<file path="src/rtl/gerador_senha.sv">
// Code-entry transmitter: plays a stored digit sequence onto numero/insere and grades the lock's led response.
// Optional `GERADOR_RETRY_EN`: re-dial up to MAX_RETRY extra times before reporting fail.
module gerador_senha #(
  parameter int N_DIGITS  = 7,
  parameter int GAP_CYC   = 1,
  parameter int RESP_WAIT = 4,
  parameter int MAX_RETRY = 2
) (
  input  logic       clk,
  input  logic       reset,
  input  logic       wr_en,
  input  logic [2:0] wr_addr,
  input  logic [3:0] wr_data,
  input  logic       start,
  input  logic       led,
  output logic [3:0] numero,
  output logic       insere,
  output logic       busy,
  output logic       done,
  output logic       pass,
  output logic       fail
);

  localparam int CMAX = (GAP_CYC > RESP_WAIT) ? GAP_CYC : RESP_WAIT;
  localparam int CW   = (CMAX > 1) ? $clog2(CMAX) : 1;

  typedef enum logic [2:0] {
    IDLE, SETUP, STROBE, GAP, WAIT_RESP, DONE, REGAP
  } state_t;

  state_t          state, state_n;
  logic [2:0]      idx, idx_n;
  logic [CW-1:0]   cnt, cnt_n;
  logic [3:0]      numero_n;
  logic            insere_n, done_n, pass_n, fail_n;
  logic [3:0]      mem [N_DIGITS];
  logic            wr_ok;

`ifdef GERADOR_RETRY_EN
  localparam int RW = (MAX_RETRY > 0) ? $clog2(MAX_RETRY + 1) : 1;
  logic [RW-1:0] retry, retry_n;
`endif

  assign busy  = (state != IDLE);
  assign wr_ok = wr_en && (state == IDLE) && ({1'b0, wr_addr} < 4'(N_DIGITS));

  // Outputs are registered from the current state, so they trail the state by one cycle.
  always_comb begin
    state_n  = state;
    idx_n    = idx;
    cnt_n    = cnt;
    numero_n = numero;
    insere_n = 1'b0;
    done_n   = 1'b0;
    pass_n   = pass;
    fail_n   = fail;
`ifdef GERADOR_RETRY_EN
    retry_n  = retry;
`endif
    case (state)
      IDLE: begin
        if (start) begin
          state_n = SETUP;
          idx_n   = '0;
          pass_n  = 1'b0;
          fail_n  = 1'b0;
`ifdef GERADOR_RETRY_EN
          retry_n = '0;
`endif
        end
      end
      SETUP: begin
        numero_n = mem[idx];
        state_n  = STROBE;
      end
      STROBE: begin
        insere_n = 1'b1;
        cnt_n    = CW'(GAP_CYC - 1);
        state_n  = GAP;
      end
      GAP: begin
        if (cnt != '0) begin
          cnt_n = cnt - 1'b1;
        end else if (idx < 3'(N_DIGITS - 1)) begin
          idx_n   = idx + 3'd1;
          state_n = SETUP;
        end else begin
          cnt_n   = CW'(RESP_WAIT - 1);
          state_n = WAIT_RESP;
        end
      end
      WAIT_RESP: begin
        if (led) begin
          pass_n  = 1'b1;
          state_n = DONE;
        end else if (cnt != '0) begin
          cnt_n = cnt - 1'b1;
        end else begin
`ifdef GERADOR_RETRY_EN
          if (retry < RW'(MAX_RETRY)) begin
            retry_n = retry + 1'b1;
            cnt_n   = CW'(GAP_CYC - 1);
            state_n = REGAP;
          end else begin
            fail_n  = 1'b1;
            state_n = DONE;
          end
`else
          fail_n  = 1'b1;
          state_n = DONE;
`endif
        end
      end
      REGAP: begin
        if (cnt != '0) begin
          cnt_n = cnt - 1'b1;
        end else begin
          idx_n   = '0;
          state_n = SETUP;
        end
      end
      DONE: begin
        done_n  = 1'b1;
        state_n = IDLE;
      end
      default: state_n = IDLE;
    endcase
  end

  always_ff @(posedge clk or posedge reset) begin
    if (reset) begin
      state  <= IDLE;
      idx    <= '0;
      cnt    <= '0;
      numero <= '0;
      insere <= 1'b0;
      done   <= 1'b0;
      pass   <= 1'b0;
      fail   <= 1'b0;
      for (int unsigned i = 0; i < N_DIGITS; i++) mem[i] <= '0;
`ifdef GERADOR_RETRY_EN
      retry  <= '0;
`endif
    end else begin
      state  <= state_n;
      idx    <= idx_n;
      cnt    <= cnt_n;
      numero <= numero_n;
      insere <= insere_n;
      done   <= done_n;
      pass   <= pass_n;
      fail   <= fail_n;
      if (wr_ok) mem[wr_addr] <= wr_data;
`ifdef GERADOR_RETRY_EN
      retry  <= retry_n;
`endif
    end
  end

endmodule
</file>
<file path="config.mk">
export PLATFORM = sky130hd
export DESIGN_NAME = gerador_senha
export DESIGN_NICKNAME = d
export VERILOG_FILES = /design/src/rtl/gerador_senha.sv
export SDC_FILE = /design/constraint.sdc
export NUM_CORES = 1
export LEC_CHECK = 0
export ABC_AREA = 0
export CAP_MARGIN = 0
export CORE_MARGIN = 2
export CORE_UTILIZATION = 51
export CTS_CLUSTER_DIAMETER = 200
export DETAILED_ROUTE_END_ITERATION = 6
export GPL_TIMING_DRIVEN = 0
export PLACE_DENSITY_LB_ADDON = 0.15
export REMOVE_ABC_BUFFERS = 1
export SYNTH_ARGS = -nofsm -noshare
export SYNTH_HDL_FRONTEND = slang
export SYNTH_SLANG_ARGS = --single-unit
</file>
<file path="constraint.sdc">
create_clock -name clk -period 1.6 [get_ports clk]
set_input_delay 0.24 -clock clk [delete_from_list [all_inputs] [get_ports clk]]
set_output_delay 0.24 -clock clk [all_outputs]
set_load 0.01 [all_outputs]
</file>
==> results of run 1 <==
-- worst max-delay path, cell delays in order (launching register included) --
cell and delay, ns:
dfrtp_2 0.44, clkinvlp_4 0.08, buf_6 0.10, nand4_4 0.17, nor3b_4 0.27, buf_6 0.15
mux2_4 0.29
-- per-layer routing --
metal,GRT usage (%),wire length (um),share of wire [%]
met1,29.8,2290,43
met2,35.8,2580,48
met3,3.78,346,6.5
met4,6.54,99,1.9
met5,0,0,0
-- repair_timing --
action | CTS | global route
gates cloned | 0 | 0
endpoints found under the setup margin | 38 | 23
pin swaps | 4 | 5
resized for setup | 24 | 17
buffers inserted | 14 | 8
-- metrics by stage --
stage               utilization (%)  cell area, um2  setup TNS (ns)  std cells
floorplan                         -            2140          -0.300        177
global placement               59.1            2400          -28.16        247
detailed placement             59.1            2400           -7.63        247
CTS                            66.1            2680               0        269
global route                   69.8            2830          -0.723        277
finish                         69.8            2830         -0.0739        277
-- state kept, by name, summed over array words and instances, names as in the netlist --
name    count
done        1
insere      1
mem        28
fail        1
state       3
numero      4
pass        1
cnt         2
idx         3
-- final cells by class --
class,count,share of cell area (%)
clock buffer,5,2.43
clock inverter,3,0.663
inverter,7,1.06
multi-input combinational,126,40.6
sequential,44,39.2
tap,50,2.21
timing repair buffer,42,13.8
-- worst min path at each step --
stage                     from       to  slack, ns
global route           mem[11]  mem[11]       0.53
detailed placement      mem[9]   mem[9]       0.49
CTS                      reset  mem[22]       0.48
floorplan           wr_data[0]  mem[16]       0.39
finish                   reset   idx[1]       0.44
global placement       mem[27]  mem[27]       0.48
-- layout by cell type, fill, tap and decap left out, types with 3 or more instances in the layout --
master,Yosys,final
o21ai_0,8,8
mux2i_1,5,5
dfrtp_2,0,5
nor2_1,5,4
nor2b_1,9,9
clkdlybuf4s50_1,0,19
nand3_1,4,4
inv_1,6,3
buf_4,1,17
nand2_1,9,9
inv_2,1,3
a2111oi_0,4,3
a21oi_1,10,9
a211oi_1,5,5
mux2_4,0,11
dfrtp_1,44,38
buf_6,2,4
nand3b_1,3,3
mux2_2,30,19
nand2b_1,6,6
clkbuf_8,0,5
a22o_2,3,3
-- power groups by stage --
stage	clock network [uW]	logic, uW	registers (uW)
2_1_floorplan	0	1210	1960
3_5_place_dp	0	1650	2090
6_report	678	2520	1930
3_3_place_gp	0	1570	2050
5_1_grt	753	2710	2000
4_1_cts	689	2060	1960
-- cell families (layout without fill, tap and decap cells) --
kind of cell               Yosys count  count (layout)
adders and majority gates            3               3
muxes                               35              35
and+or+nand+nor                     47              47
buffers and inverters               16              57
DFF                                 44              44
AOI/OAI and AO/OA                   41              41
==> impl_metrics.ini, run 1 <==
[floorplanning]
fp.coreArea_um2 = 4060
dieArea_um2 = 4840
start_util_pct = 54.0
fp-row-count = 23
die_w_um = 69.6
pin_count = 21
die_h_um = 69.6

[yosys]
synth.top_cells.by_count = 44 x dfrtp_1, 30 x mux2_2, 10 x a21oi_1
synthMuxAreaShare_pct = 17.7
synth_xor_area_share_pct = 0
yosys-top-cells-area = dfrtp_1 50%, mux2_2 15%, nor2b_1 2.6%
async_reset_ff_share_pct = 100
synth_cell_types = 39
yosysTopAreaCell = dfrtp_1
synth_top_family_by_area = multiplexers
synth_compound_area_share_pct = 13.4
synth_area_um2 = 2190
yosysSeqAreaShare_pct = 50.2
yosys_most_used_dff = dfrtp_1
synth_top_area_share_pct = 50.2
synthAdderAreaFrac_pct = 1.71
yosysMostFrequentCell = dfrtp_1
avgSynthCellArea_um2 = 11.8
synth-edff-count = 0
synth_cells = 186
synth-seq-cells = 44
yosysWarnings = 0
synthSimpleGateAreaFrac_pct = 13.3

[placed_design]
place_congestion = 0.846
dpl.hpwl_mm = 3.16
io_buffers = 20
place_ws_ns = -0.545

[critical_path]
worstPathMaxFanout = 4
r2r_end = mem[20]
worstPathRequired_ns = 1.79
crit_end = mem[20]
critPathCaptureType = flip-flop
crit_type = reg2reg
crit_arrival_ns = 1.81
reg2reg_from = state[2]
reg2reg_depth = 6
crit_path_start = state[2]
reg2reg_slack_ns = -0.02
worst_setup_path_start_kind = flip-flop

[run]
cap_viol_max_count = 0

[timing]
skew_ns = 0.0107
whs_ns = 0.437
min_period_ns = 1.62
max_slew_margin_pct = 41.8
hold_viol = 0
max_freq_mhz = 616
setup_violations = 6
worst_slew_pin_slew_ns = 0.871
layout_worst_path_cycle_share_pct = 101
rsz0062_at_grt = yes
final_max_slew_viol_count = 0
worst_slack_ns = -0.0223

[clock_network]
clock_path_buffers = 2
cts_tree = built
htree_levels = 2
clk_pin_slew_ns = 0.08
ctsRootBufferMaster = clkbuf_8
cts.sinks = 44
insertion_delay_ns = 0.30
cts_buffers = 5
cts_hold_buf = 0

[pwr]
internal_power_uw = 3260
leakage_uw = 0.00122
power_density_nw_per_um2 = 1810
swShare_pct = 36.6
ir_drop_mv = 0.984
combPwrFrac_pct = 49.1
pwr-share-seq_pct = 37.6
power.switching_uw = 1880
power_frac_clock_pct = 13.2
power_uw = 5140

[route]
num_vias = 1692
wl_per_cell_um = 19.2
drc = 0
wl_mm = 5.31
drt_iter0_drc = 142
detail-route-antenna-nets = 0
first_pass_iters = 4
viasPerCell = 6.11

[layout]
final_nets = 241
ff_latch_area_um2 = 1110
antenna_cells = 0
multiInputGateArea_um2 = 1150
drive_gt1_share_pct = 39.6
syn2layout_area_growth_pct = 29.2
fillCellCount = 294

[global_routing]
grt_util_all_layers_pct = 21.8
antenna_found_initial = 0
grt_pass1_wl_mm = 8.24
grt_start_max_net_pins = 45
gr-total-overflow = 0
grt_pass1_vias = 1660

[outcome]
violations = negative setup slack
outcome = finished, violations left

[worst_hold_path]
hp-class = in2async
(Power assumes the default switching activity.)
==> inputs of run 2 (changes only) <==
TNS_END_PERCENT = 100   (was default)
==> results of run 2 <==
Same layout as run 1: the final DEF is identical, and so are final timing and power.
